File: src/rtl/ifu_pkg.sv
// Shared types and widths for the instruction-fetch unit.
package ifu_pkg;
  localparam int unsigned XLEN = 32;
  localparam int unsigned PC_W = 30;

  typedef enum logic [2:0] {
    IDLE,
    LOOKUP,
    MEM_REQ,
    MEM_WAIT,
    RESP
  } fetch_state_t;
endpackage

File: src/rtl/ifu_fetch_sat_counter.sv
// Saturating up-counter used for the fetch performance counters.
module sat_counter #(
  parameter int unsigned W = 32
) (
  input  logic         clock,
  input  logic         reset,
  input  logic         inc,
  output logic [W-1:0] count
);
  logic [W-1:0] count_q;

  always_ff @(posedge clock) begin
    if (!reset) begin
      count_q <= '0;
    end else if (inc && (count_q != '1)) begin
      count_q <= count_q + W'(1);
    end
  end

  assign count = count_q;
endmodule

File: src/rtl/ifu_fetch.sv
// Fetch controller: one-cycle icache lookup, memory refill on miss, flush and
// hit/miss counters. The icache itself lives beside this block in the SoC.
module ifu_fetch
  import ifu_pkg::*;
#(
  parameter bit          IDLE_ON_FLUSH = 1'b1,
  parameter int unsigned CNT_W         = 32
) (
  input  logic             clock,
  input  logic             reset,
  input  logic             fetch_valid,
  input  logic [PC_W-1:0]  fetch_pc,
  output logic             fetch_ready,
  input  logic             flush,
  output logic [PC_W-1:0]  ic_addr,
  output logic             ic_req,
  input  logic             ic_hit,
  input  logic [XLEN-1:0]  ic_rdata,
  output logic             ic_wen,
  output logic [XLEN-1:0]  ic_wdata,
  output logic             mem_req_valid,
  input  logic             mem_req_ready,
  output logic [XLEN-1:0]  mem_addr,
  input  logic             mem_resp_valid,
  input  logic [XLEN-1:0]  mem_resp_data,
  output logic             inst_valid,
  output logic [XLEN-1:0]  inst,
  output logic [PC_W-1:0]  inst_pc,
  input  logic             inst_ready,
  output logic [CNT_W-1:0] hit_cnt,
  output logic [CNT_W-1:0] miss_cnt
);
  fetch_state_t    state_q, state_d;
  logic [PC_W-1:0] pc_q, pc_d;
  logic [XLEN-1:0] data_q, data_d;
  logic            kill_q, kill_d;
  logic            fetch_ready_q, ic_req_q, mem_req_valid_q, inst_valid_q;
  logic            hit_inc, miss_inc, fill;

  always_comb begin
    state_d  = state_q;
    pc_d     = pc_q;
    data_d   = data_q;
    kill_d   = kill_q;
    hit_inc  = 1'b0;
    miss_inc = 1'b0;
    fill     = 1'b0;
    unique case (state_q)
      IDLE: begin
        if (fetch_valid && !flush) begin
          pc_d    = fetch_pc;
          state_d = LOOKUP;
        end
      end
      LOOKUP: begin
        if (ic_hit) begin
          hit_inc = 1'b1;
          data_d  = ic_rdata;
          state_d = flush ? IDLE : RESP;
        end else begin
          miss_inc = 1'b1;
          state_d  = flush ? IDLE : MEM_REQ;
        end
      end
      MEM_REQ: begin
        // An accepted request must be drained, so a coincident flush only marks it killed.
        if (mem_req_ready) begin
          kill_d  = flush;
          state_d = MEM_WAIT;
        end else if (flush) begin
          state_d = IDLE;
        end
      end
      MEM_WAIT: begin
        if (mem_resp_valid) begin
          if (kill_q || flush) begin
            fill    = IDLE_ON_FLUSH;
            kill_d  = 1'b0;
            state_d = IDLE;
          end else begin
            fill    = 1'b1;
            data_d  = mem_resp_data;
            state_d = RESP;
          end
        end else if (flush) begin
          kill_d = 1'b1;
        end
      end
      RESP: begin
        if (inst_ready || flush) begin
          state_d = IDLE;
        end
      end
      default: state_d = IDLE;
    endcase
  end

  // Handshake flags are flopped from the next state so they match state_q exactly.
  always_ff @(posedge clock) begin
    if (!reset) begin
      state_q         <= IDLE;
      pc_q            <= '0;
      data_q          <= '0;
      kill_q          <= 1'b0;
      fetch_ready_q   <= 1'b1;
      ic_req_q        <= 1'b0;
      mem_req_valid_q <= 1'b0;
      inst_valid_q    <= 1'b0;
    end else begin
      state_q         <= state_d;
      pc_q            <= pc_d;
      data_q          <= data_d;
      kill_q          <= kill_d;
      fetch_ready_q   <= (state_d == IDLE);
      ic_req_q        <= (state_d == LOOKUP);
      mem_req_valid_q <= (state_d == MEM_REQ);
      inst_valid_q    <= (state_d == RESP);
    end
  end

  // A fill seen while reset is asserted is abandoned.
  assign ic_wen        = fill && reset;
  assign ic_wdata      = ic_wen ? mem_resp_data : '0;
  assign ic_addr       = pc_q;
  assign ic_req        = ic_req_q;
  assign fetch_ready   = fetch_ready_q;
  assign mem_req_valid = mem_req_valid_q;
  assign mem_addr      = {pc_q, 2'b00};
  assign inst_valid    = inst_valid_q;
  assign inst          = data_q;
  assign inst_pc       = pc_q;

  sat_counter #(.W(CNT_W)) u_hit_cnt (
    .clock (clock),
    .reset (reset),
    .inc   (hit_inc),
    .count (hit_cnt)
  );

  sat_counter #(.W(CNT_W)) u_miss_cnt (
    .clock (clock),
    .reset (reset),
    .inc   (miss_inc),
    .count (miss_cnt)
  );
endmodule

File: config.mk
export PLATFORM = sky130hd
export DESIGN_NAME = ifu_fetch
export DESIGN_NICKNAME = d
export VERILOG_FILES = /design/src/rtl/ifu_pkg.sv /design/src/rtl/ifu_fetch_sat_counter.sv /design/src/rtl/ifu_fetch.sv
export SDC_FILE = /design/constraint.sdc
export NUM_CORES = 1
export LEC_CHECK = 0
export CAP_MARGIN = 20
export CORE_MARGIN = 5
export CORE_UTILIZATION = 45
export CTS_CLUSTER_SIZE = 10
export DETAILED_ROUTE_END_ITERATION = 8
export HOLD_SLACK_MARGIN = 0.12
export PLACE_DENSITY_LB_ADDON = 0.08
export SLEW_MARGIN = 20
export SYNTH_ARGS = -nofsm -noshare
export SYNTH_HDL_FRONTEND = slang
export SYNTH_SLANG_ARGS = --single-unit
File: constraint.sdc
create_clock -name clock -period 5.6 [get_ports clock]
set_clock_uncertainty 0.1 [all_clocks]
set_input_delay 1.12 -clock clock [delete_from_list [all_inputs] [get_ports clock]]
set_output_delay 1.12 -clock clock [all_outputs]
set_load 0.02 [all_outputs]
# After elaboration in Yosys (flattened, before gate mapping)
# Cells that the tools add are included.
# word_totals
register_bits,134
output_inout_bits,225
# op_classes
addsub,2
n_eq_ne,15
muxes,26
reduce_logical,14
# ops
operator,n
32-bit 2-to-1 mux,4
"32-bit by 1-bit adder with 32-bit output, second input constant",2
"32-bit != test, second input constant",2
32-bit one-hot mux with 2 select lines,1
3-bit 2-to-1 mux,8
3-bit one-hot mux with 5 select lines,1
1-bit 2-to-1 mux,10
"3-bit by 2-bit == test with 1-bit output, second input constant",3
"2-bit != test, second input constant",4
4-bit AND reduction,2
"3-bit by 1-bit == test with 1-bit output, second input constant",2
"3-bit == test, second input constant",2
3-bit logical NOT,2
"3-bit != test, second input constant",2
1-bit logical AND,4
2-bit nonzero test,2
1-bit logical OR,2
2-bit 2-to-1 mux,1
1-bit one-hot mux with 2 select lines,1
2-bit AND reduction,1
1-bit logical NOT,1

# Depth between registers and ports, before layout
# Gate-level depths: netlist of run 1.
# depth
word_depth,5
ltp_mapped,9

# By module
# A second synthesis of run 1 with hierarchy kept.
# hier_totals
cells_unflattened,855
hier_area_um2,6924.1
# modules_own_cells
module,instances,cells_per_inst,area_per_inst_um2,seq_area_each_um2
ifu_fetch,1,455,3515.9,1401.3
sat_counter,2,200,1704.1,640.6

# Worst setup path before layout of run 1
# No wires, ideal clock.
# synth_path
path_kind,input to output
startpoint,in reset
endpoint,out ic_wdata[22]
t_arrival_ns,2.459
required_time_ns,4.380
path_slack_ns,1.921
path_stages,5
n_path_buf,2
cell_sequence,clkbuf_1 > clkinv_1 > nor2_1 > clkbuf_1 > and2_1
# synth_via
elab_chain_len,2
# synth_lines
item,line,source
"start, declared",ifu_fetch.sv:10,"input logic reset,"
1-bit logical AND,ifu_fetch.sv:122,assign ic_wen = fill && reset;
named net ic_wen,ifu_fetch.sv:19,"output logic ic_wen,"
32-bit 2-to-1 mux,ifu_fetch.sv:123,assign ic_wdata = ic_wen ? mem_resp_data : '0;
"end, declared",ifu_fetch.sv:20,"output logic [XLEN-1:0] ic_wdata,"
# The timed path passes the listed nets, and every way through them passes these cells.

# Worst setup path in the final report of run 1
# layout_path
startpoint,in mem_resp_valid
endpoint,out ic_wdata[23]
# layout_via
elab_chain_len,4
# layout_lines
item,line,source
"start, declared",ifu_fetch.sv:24,"input logic mem_resp_valid,"
1-bit 2-to-1 mux,ifu_fetch.sv:75,if (mem_resp_valid) begin
1-bit 2-to-1 mux,ifu_fetch.sv:48,unique case (state_q)
1-bit logical AND,ifu_fetch.sv:122,
32-bit 2-to-1 mux,ifu_fetch.sv:123,
# Every way passes these cells.

==> impl_metrics.env, run 1 <==
export IMPL_outcome="complete, no violations"
export IMPL_fin_crit_ps=4130
export IMPL_synthesis_area_um2=6770
export IMPL_vdd_drop_max_v=0.000213
export IMPL_final_hold_violation_count=0
export IMPL_layout_common_cells="clkdlybuf4s50_1, nand2_1, dfxtp_1"
export IMPL_top_level_ports=327
export IMPL_timing_max_slew_rel_slack=0.418
export IMPL_post_synth_main_area_contributors="dfxtp_1, nand2_1, buf_4, a21oi_1, a311oi_1"
export IMPL_setup_worst_path_class="in2out"
export IMPL_detailed_place_area_um2=9660
export IMPL_final_min_period_over_clock_period=0.737
export IMPL_post_cts_repair_setup_buffers=0
export IMPL_cts_resized=0
export IMPL_flow_area_growth_from_synthesis_pct=52.1
export IMPL_leakage_nw=3.58
export IMPL_numCtsBuffers=17
export IMPL_timing_fmax_mhz=242
export IMPL_globalRouteOverflowTotal=0
export IMPL_pre_cts_slack_ps=1450
export IMPL_max_slew_worst_pin_slew_ps=865
export IMPL_power_report_internal_total_mw=1.94
export IMPL_cap_viol_max_count=0
export IMPL_post_cts_hold_buffer_count=0
export IMPL_switching_part_of_the_total=0.222
export IMPL_p_comb_frac=0.121
export IMPL_ctsRootBufferMaster="clkbuf_16"
export IMPL_antenna_cells=0
export IMPL_grt_pass1_wl_um=35100
export IMPL_detailed_routing_iteration_count_for_the_pre_antenna_repair_pass=5
export IMPL_routabilityCongestion=0.805
export IMPL_buffer_depth_of_the_longest_clock_path=2
export IMPL_final_instance_count_excl_fill=1293
export IMPL_maximum_number_of_pins_on_one_net_before_global_route_repair=65
export IMPL_synth_cells=854
export IMPL_clock_tree_from_tritoncts="yes"
export IMPL_powerDensity_nw_per_um2=243
export IMPL_drtAntennaViolNets=0
export IMPL_power_net_switching_uw=555
export IMPL_wl_per_cell_um=17.2
export IMPL_critPathMaxFanout=33
export IMPL_die_height_um=133
export IMPL_seqPwrFrac=0.399
export IMPL_kind_of_path_behind_the_tightest_hold_check="reg2reg"
export IMPL_number_of_global_route_vias_before_repair=6461
export IMPL_groute_usage_overall=0.246
export IMPL_synthDistinctLibCells=51
export IMPL_die_area_um2=17600
export IMPL_numClockSinks=134
export IMPL_yosys_area_top_type="dfxtp_1"
export IMPL_worst_ep_arrival_time_ps=2910
export IMPL_p_clk_frac=0.480
export IMPL_layout_drive_gt1_share=0.0424
export IMPL_timing_final_setup_violations=0
export IMPL_post_route_drc_count=0
export IMPL_detailedRoute_firstIterationViolations=413
export IMPL_cp_required_ps=4380
export IMPL_placed_cells=1261
export IMPL_post_route_worst_setup_slack_ps=1470
export IMPL_start_kind="input pin"
export IMPL_grt_antenna_before_repair=1
export IMPL_clkSlewWorstSetupHoldPaths_ps=50
export IMPL_clock_tree_htree_level_count=4
export IMPL_postSynthAreaPerCell_um2=7.93
export IMPL_setup_tns_ps=0
export IMPL_die_width_um=133
export IMPL_final_common_cell="clkdlybuf4s50_1"
export IMPL_drt_wl_total_um=22200
export IMPL_postLayoutCellArea_um2=10300
export IMPL_rsz0062_at_grt="no"
export IMPL_placementRows=44
export IMPL_nets=1200
export IMPL_initial_core_utilization=0.462
export IMPL_overall_via_count_from_detail_route=6855
export IMPL_via_per_inst=5.30
export IMPL_timing_max_transition_violations_final=0
export IMPL_worst_skew_pair_later_pin_latency_ps=420
export IMPL_end_kind="primary output"
export IMPL_seq_area_frac_synth=0.396
export IMPL_count_of_buffers_inserted_at_the_top_level_ports=324
export IMPL_yosys_area_top_type_share=0.396
export IMPL_synth_ff_latch_count=134
export IMPL_place_hpwl_um=16800
export IMPL_yosys_warnings=0
export IMPL_core_area_um2=14600
## worst max-delay path: stages
cell and delay (ps):
clkdlybuf4s50_1 460, nand2_1 120, nor2_1 120, buf_4 280
and2_1 170, clkdlybuf4s50_1 610
## final cells by class
type                            instances  area [um^2]
Sequential cell                       134         2680
Clock buffer                           22          464
Fill cell                            1257         4340
Inverter                               10         38.8
Multi-Input combinational cell        602         3410
Clock inverter                         10          175
Timing Repair Buffer                  331         3300
Tap cell                              184          230
## flip-flops by register name (all words and copies together), names as in the netlist
| register | flops |
|---|---|
| inst_valid | 1 |
| u_hit_cnt.count | 32 |
| fetch_ready | 1 |
| state_q | 3 |
| inst | 32 |
| ic_addr | 30 |
| ic_req | 1 |
| kill_q | 1 |
| u_miss_cnt.count | 32 |
| mem_req_valid | 1 |
## power groups by stage
stage	registers, mW	clock network, mW	logic, mW
3_3_place_gp	1.02	0	0.302
2_1_floorplan	1.04	0	0.127
5_1_grt	1.00	1.26	0.322
6_report	0.996	1.20	0.302
3_5_place_dp	1.02	0	0.303
4_1_cts	0.997	1.23	0.304
## cells by family after synthesis
group,count (synthesis),share of synthesized area
mux,14,0.0207
buf+inv,119,0.102
flops,134,0.396
xor+xnor,14,0.0181
simple gates,414,0.310
other cells,1,0.000554
fa+ha+maj,2,0.00369
compound gates,156,0.149
## path summary, 6_finish.rpt
path	from	end	slack [ps]	depth (start not counted)
hold reg to reg	ic_addr[10]	ic_addr[10]	380	2
hold / removal	ic_addr[10]	ic_addr[10]	380	2
setup reg to reg	u_hit_cnt.count[25]	u_hit_cnt.count[3]	2930	5
setup / recovery	mem_resp_valid	ic_wdata[23]	1470	6
## synth_stat cells, drive strengths merged
| master | count |
|---|---|
| o311ai | 3 |
| and4bb | 1 |
| and2 | 41 |
| o31ai | 15 |
| a211oi | 4 |
| a31o | 1 |
| clkbuf | 41 |
| xor2 | 3 |
| ha | 2 |
| or4 | 16 |
| a21oi | 69 |
| nor2b | 3 |
| nor3b | 3 |
| and4 | 15 |
| buf | 68 |
| o22a | 1 |
| nand2b | 14 |
| conb | 1 |
| o41ai | 1 |
| xnor2 | 11 |
| clkinv | 1 |
| nor4 | 7 |
| o21ai | 22 |
| nand2 | 166 |
| and3 | 8 |
| o211ai | 2 |
| dfxtp | 134 |
| nor2 | 58 |
| o211a | 1 |
| nor3 | 7 |
| o21a | 1 |
| or2 | 1 |
| or4b | 1 |
| nand4b | 1 |
| nand4 | 27 |
| a311oi | 35 |
| a31oi | 1 |
| nand3b | 3 |
| and3b | 1 |
| inv | 9 |
| or3 | 18 |
| nand3 | 23 |
| mux2i | 14 |
## metrics by stage
step	utilization	power, mW	hold WS [ps]
global route	0.703	2.59	414
floorplan	-	1.17	412
detailed placement	0.659	1.32	380
CTS	0.703	2.53	388
global placement	0.659	1.32	369
finish	0.703	2.50	382
## routing by layer
metal,routed length [um],GRT usage,vias up
li1,-,-,3449
met1,9130,0.289,3157
met2,11300,0.435,227
met3,1430,0.0744,20
met4,335,0.0647,2
met5,20,0,-
No activity file was read; power rests on OpenSTA's default activity.
==> run 2: changes to the inputs <==
--- a/config.mk
+++ b/config.mk
@@ -7,7 +7,7 @@
 export LEC_CHECK = 0
 export CAP_MARGIN = 20
 export CORE_MARGIN = 5
-export CORE_UTILIZATION = 45
+export CORE_UTILIZATION = 41
 export CTS_CLUSTER_SIZE = 10
 export DETAILED_ROUTE_END_ITERATION = 8
 export HOLD_SLACK_MARGIN = 0.12
==> constraint.sdc (replaced) <==
create_clock -name clock -period 4.3 [get_ports clock]
set_clock_uncertainty 0.1 [all_clocks]
set_input_delay 0.86 -clock clock [delete_from_list [all_inputs] [get_ports clock]]
set_output_delay 0.86 -clock clock [all_outputs]
set_load 0.02 [all_outputs]
==> run 2 against run 1 <==
Compared with the run above:
- global-route usage down 3.1 points
- count of clock-buffer cells in the layout fell by 1
- final cell count is 2.9% higher
- clock power rose by 17%
- sequential share of layout area rose by 0.051 points
- routed wire length shrank 1.0%
- worst setup slack got worse by 770 ps
- total power is 24% higher
- design area fell by 0.19%
- sequential cell count unchanged
- non-clock buffer count rose by 1
- die area is 9.0% higher
==> impl_metrics.env, run 2 (synthesis gave the netlist of run 1 again) <==
export IMPL_globalRouteOverflowTotal=0
export IMPL_numClockSinks=134
export IMPL_die_width_um=139
export IMPL_globalRoute_busiestLayer="met2"
export IMPL_timing_max_transition_violations_final=0
export IMPL_power_net_switching_uw=737
export IMPL_gr_usage_met3=0.0749
export IMPL_number_of_global_route_vias_before_repair=6305
export IMPL_critical_path_top_cell_by_count="clkdlybuf4s50_1"
export IMPL_post_cts_hold_buffer_count=0
export IMPL_hold_ws_ps=381
export IMPL_final_hold_violation_count=0
export IMPL_numCtsBuffers=17
export IMPL_crit_slowest_cell="clkdlybuf4s50_1"
export IMPL_clock_tree_from_tritoncts="yes"
export IMPL_end_kind="primary output"
export IMPL_core_area_um2=16400
export IMPL_worst_skew_pair_later_pin_latency_ps=410
export IMPL_rsz0062_at_grt="no"
export IMPL_die_area_um2=19200
export IMPL_groute_usage_overall=0.215
export IMPL_timing_max_slew_rel_slack=0.356
export IMPL_powerDensity_nw_per_um2=300
export IMPL_cp_startpoint="reset"
export IMPL_outcome="complete, no violations"
export IMPL_p_clk_frac=0.453
export IMPL_post_cts_repair_setup_buffers=0
export IMPL_setup_tns_ps=0
export IMPL_placementRows=47
export IMPL_cap_viol_max_count=0
export IMPL_worst_ep_arrival_time_ps=2640
export IMPL_switching_part_of_the_total=0.239
export IMPL_drtAntennaViolNets=0
export IMPL_setup_worst_path_class="in2out"
export IMPL_buffer_depth_of_the_longest_clock_path=2
export IMPL_via_per_inst=5.17
export IMPL_initial_core_utilization=0.413
export IMPL_critical_path_max_stage_delay_ps=610
export IMPL_post_route_drc_count=0
export IMPL_final_common_cell="clkdlybuf4s50_1"
export IMPL_wl_per_cell_um=16.5
export IMPL_power_report_internal_total_mw=2.35
export IMPL_layout_drive_gt1_share=0.0424
export IMPL_maximum_number_of_pins_on_one_net_before_global_route_repair=92
export IMPL_start_kind="input pin"
export IMPL_timing_final_setup_violations=0
export IMPL_cp_cell_sequence="clkdlybuf4s50_1 -> clkinv_2 -> nor2_1 -> buf_4 -> and2_1 -> clkdlybuf4s50_1"
export IMPL_layout_common_cells="clkdlybuf4s50_1, nand2_1, dfxtp_1"
export IMPL_grt_pass1_wl_um=33900
export IMPL_crit_reg2reg_launch="u_hit_cnt.count[24]"
export IMPL_count_of_buffers_inserted_at_the_top_level_ports=324
export IMPL_detailedRoute_firstIterationViolations=314
export IMPL_drt_wl_total_um=22000
export IMPL_seqPwrFrac=0.420
export IMPL_totalPowerFinal_mw=3.09
export IMPL_grt_util_met2=0.360
export IMPL_routabilityCongestion=0.807
export IMPL_clock_tree_htree_level_count=4
export IMPL_place_hpwl_um=16300
export IMPL_cts_resized=0
export IMPL_timing_fmax_mhz=278
export IMPL_cp_required_ps=3340
export IMPL_flow_area_growth_from_synthesis_pct=51.8
export IMPL_worst_hold_startpoint="ic_addr[1]"
export IMPL_final_instance_count_excl_fill=1330
export IMPL_placed_cells=1298
export IMPL_die_height_um=139
export IMPL_p_comb_frac=0.127
export IMPL_fin_crit_ps=3600
export IMPL_overall_via_count_from_detail_route=6882
export IMPL_grt_antenna_before_repair=3
export IMPL_globalRouteMet1Util=0.257
export IMPL_ctsRootBufferMaster="clkbuf_16"
export IMPL_nets=1201
export IMPL_leakage_nw=3.55
export IMPL_r2r_setup_slack_ps=1670
export IMPL_detailed_routing_iteration_count_for_the_pre_antenna_repair_pass=4
export IMPL_final_min_period_over_clock_period=0.836
export IMPL_kind_of_path_behind_the_tightest_hold_check="reg2reg"
export IMPL_vdd_drop_max_v=0.000264
export IMPL_clkSlewWorstSetupHoldPaths_ps=50
export IMPL_top_level_ports=327
export IMPL_max_slew_worst_pin_slew_ps=965
export IMPL_critPathMaxFanout=33
==> run 2: cell count changes in the layout (fill, tap and decap cells not counted), sizes merged <==
| cell | previous run | this run |
|---|---|---|
| bufinv | 5 | 2 |
| clkinvlp | 0 | 2 |
| clkinv | 6 | 7 |
| diode | 0 | 1 |
| clkbuf | 22 | 21 |
| buf | 7 | 8 |
==> run 2: path summary, 6_finish.rpt <==
kind	depth (start not counted)	to
max reg2reg	5	u_hit_cnt.count[3]
min reg2reg	2	ic_addr[1]
min	2	ic_addr[1]
max	6	ic_wdata[16]
==> run 2: power by group through the flow <==
stage	clock network [mW]	logic, mW	registers (mW)
after detailed placement	0	0.394	1.32
after CTS	1.44	0.396	1.30
after floorplan	0	0.166	1.35
final	1.40	0.391	1.30
after global routing	1.49	0.417	1.30
after global placement	0	0.394	1.32
==> run 2: cell type report <==
class / instances / area (um^2)
fill: 1454 / 6130
clock buffer: 21 / 460
sequential: 134 / 2680
tap: 220 / 275
multi-input combinational: 602 / 3410
antenna: 1 / 2.50
clock inverter: 10 / 105
inverter: 10 / 38.8
timing repair buffer: 332 / 3300
==> run 2: layer usage <==
| layer | routed length [um] | part of all wire | vias to the layer above |
|---|---|---|---|
| li1 | - | - | 3445 |
| met1 | 9330 | 0.42 | 3173 |
| met2 | 10500 | 0.48 | 229 |
| met3 | 1640 | 0.075 | 31 |
| met4 | 526 | 0.024 | 4 |
| met5 | 32 | 0.0015 | - |
==> run 2: through the flow <==
step / setup WS (ps) / area, um^2 / utilization
after global routing: 588 / 10300 / 0.627
after floorplan: 1140 / 6780 / -
after global placement: 709 / 9710 / 0.592
after detailed placement: 656 / 9710 / 0.592
final: 704 / 10300 / 0.627
after CTS: 650 / 10300 / 0.626
==> run 2: worst max-delay path: cells and delay by family <==
family	cells	cell delay, ps
buffers and inverters	4	1490
and+or+nand+nor	2	280
==> patch, RTL diff (flow settings as in run 2) <==
Take the reset off `data_q` and load it in a clocked block of its own.
--- a/src/rtl/ifu_fetch.sv
+++ b/src/rtl/ifu_fetch.sv
@@ -100,7 +100,6 @@
     if (!reset) begin
       state_q         <= IDLE;
       pc_q            <= '0;
-      data_q          <= '0;
       kill_q          <= 1'b0;
       fetch_ready_q   <= 1'b1;
       ic_req_q        <= 1'b0;
@@ -109,13 +108,16 @@
     end else begin
       state_q         <= state_d;
       pc_q            <= pc_d;
-      data_q          <= data_d;
       kill_q          <= kill_d;
       fetch_ready_q   <= (state_d == IDLE);
       ic_req_q        <= (state_d == LOOKUP);
       mem_req_valid_q <= (state_d == MEM_REQ);
       inst_valid_q    <= (state_d == RESP);
     end
+  end
+
+  always_ff @(posedge clock) begin
+    data_q <= data_d;
   end
 
   // A fill seen while reset is asserted is abandoned.
Function: differs if reset is asserted again (counterexample within 4 cycles, from zero or initial values and one cycle with reset low); with reset held inactive, the same outputs for 10 cycles.
==> patch against run 2 <==
  * Area after synthesis shrank 0.89%
  * Routed wire length grew 2.6%
  * Power grew 3.1%
  * Sequential cell count is the same
  * Final area grew 0.19%
  * Sequential power grew 3%
  * Register-to-register slack gained 0.02 ns
  * Worst setup slack is essentially flat
  * Via count shrank 5.2%
==> patch: results <==
metrics = {
    "placed_design": {
        "place_ws_ns": 0.7016,
        "place_hpwl_microns": 16940,
        "io_buffers": 324,
        "gp_congestion": 0.8163,
    },
    "min_path": {
        "worstHoldStart": "kill_q",
        "whs_endpoint": "kill_q",
    },
    "logic_synthesis": {
        "yosys.cell_types.count": 59,
        "yosysSeqAreaShare": 0.4473,
        "synth_area_per_cell_sq_um": 8.277,
        "synth_top_cells_by_count": "197 x nand2_1, 102 x dfxtp_1, 68 x a21oi_1",
        "synth.area.top_cells": "dfxtp_1 30%, edfxtp_1 14%, nand2_1 11%, buf_4 6.9%, a21oi_1 5.1%",
    },
    "run_status": {
        "outcome": "complete, no violations",
    },
    "power": {
        "ir_worst_vdd_v": 0.0002727,
        "leakage_nw": 3.582,
    },
    "sta": {
        "slew-limit-headroom": 0.3695,
    },
    "worst_setup_path": {
        "worstReg2RegEnd": "u_miss_cnt.count[27]",
        "crit-reg2reg-launch": "state_q[0]",
        "r2r_slack_ns": 1.69,
    },
    "detailed_routing": {
        "vias_per_cell": 5.044,
        "route.detailed.wl_per_inst_microns": 17.46,
        "drt_first_iter_violations": 303,
    },
    "grt": {
        "grt_pass1_vias": 5874,
        "grt_max_degree": 80,
        "grt_first_pass_wirelength_microns": 33240,
        "grt_usage": 0.2251,
    },
    "finish": {
        "fillCellCount": 1453,
        "fin_nets": 1167,
        "drive_gt1_frac": 0.05112,
        "fin_cells": 1293,
    },
    "clocking": {
        "cts_inserted_buffers": 17,
        "cts.reportedPaths.clkPinSlew_ns": 0.05,
    },
}
-- patch: cell count changes after synthesis, moves of 7 or more --
cell / delta
edfxtp_1: +32
a311oi_1: -35
o21ai_0: +7
or3_1: +7
and4_1: -12
dfxtp_1: -32
and2_1: -8
nand2_1: +31
nor2_1: -28
-- patch: final cells by class --
cell class	count	share of cell area
multi-input cells	560	0.2945
diodes	1	0.0002430
well taps	216	0.02624
clock inverters	7	0.008503
clock buffers	25	0.05102
flip-flops and latches	134	0.2915
inverters	16	0.005831
repair buffers	334	0.3222
-- patch: cell families after synthesis --
| logic type | count (synthesis) | synth area share |
|---|---|---|
| adder cells (fa/ha/maj) | 2 | 0.003727 |
| AND/OR/NAND/NOR | 403 | 0.3018 |
| AO/OA/AOI/OAI | 132 | 0.1143 |
| multiplexers | 10 | 0.01491 |
| XOR/XNOR | 11 | 0.01435 |
| buffers and inverters | 118 | 0.1031 |
| flip-flops | 134 | 0.4473 |
| other | 1 | 0.0005586 |
-- patch: routing by layer --
metal,wire length (microns),vias to the layer above,share of wire,global-route usage
li1,-,3262,-,-
met1,9016,3027,0.40,0.2696
met2,11380,198,0.50,0.3812
met3,1755,33,0.078,0.07257
met4,414,2,0.018,0.07739
met5,20,-,0.00089,0
-- patch: worst max-delay path by stage --
stage	startpoint	slack [ns]	to	depth (start not counted)
global placement	mem_resp_valid	0.78	ic_wdata[1]	6
floorplan	ic_hit	0.85	inst[0]	4
global route	mem_resp_valid	0.58	ic_wdata[8]	6
finish	mem_resp_valid	0.70	ic_wdata[28]	6
CTS	mem_resp_valid	0.69	ic_wdata[28]	6
detailed placement	mem_resp_valid	0.70	ic_wdata[28]	6
-- patch: worst min-delay path, stage by stage (launching register included) --
cell and delay [ns]:
dfxtp_1 0.31, inv_1 0.05, a21oi_1 0.05
-- patch: through the flow --
stage | instance area [sq um] | hold slack [ns]
final | 10300 | 0.3621
after floorplan | 6716 | 0.3340
after global placement | 9684 | 0.3542
after CTS | 10300 | 0.3637
after detailed placement | 9684 | 0.3554
after global routing | 10300 | 0.3894
-- patch: report_power, final --
group,internal (mW),total [mW],switching (mW)
Clock,0.960,1.49,0.529
Sequential,1.32,1.34,0.0221
Combinational,0.187,0.357,0.169
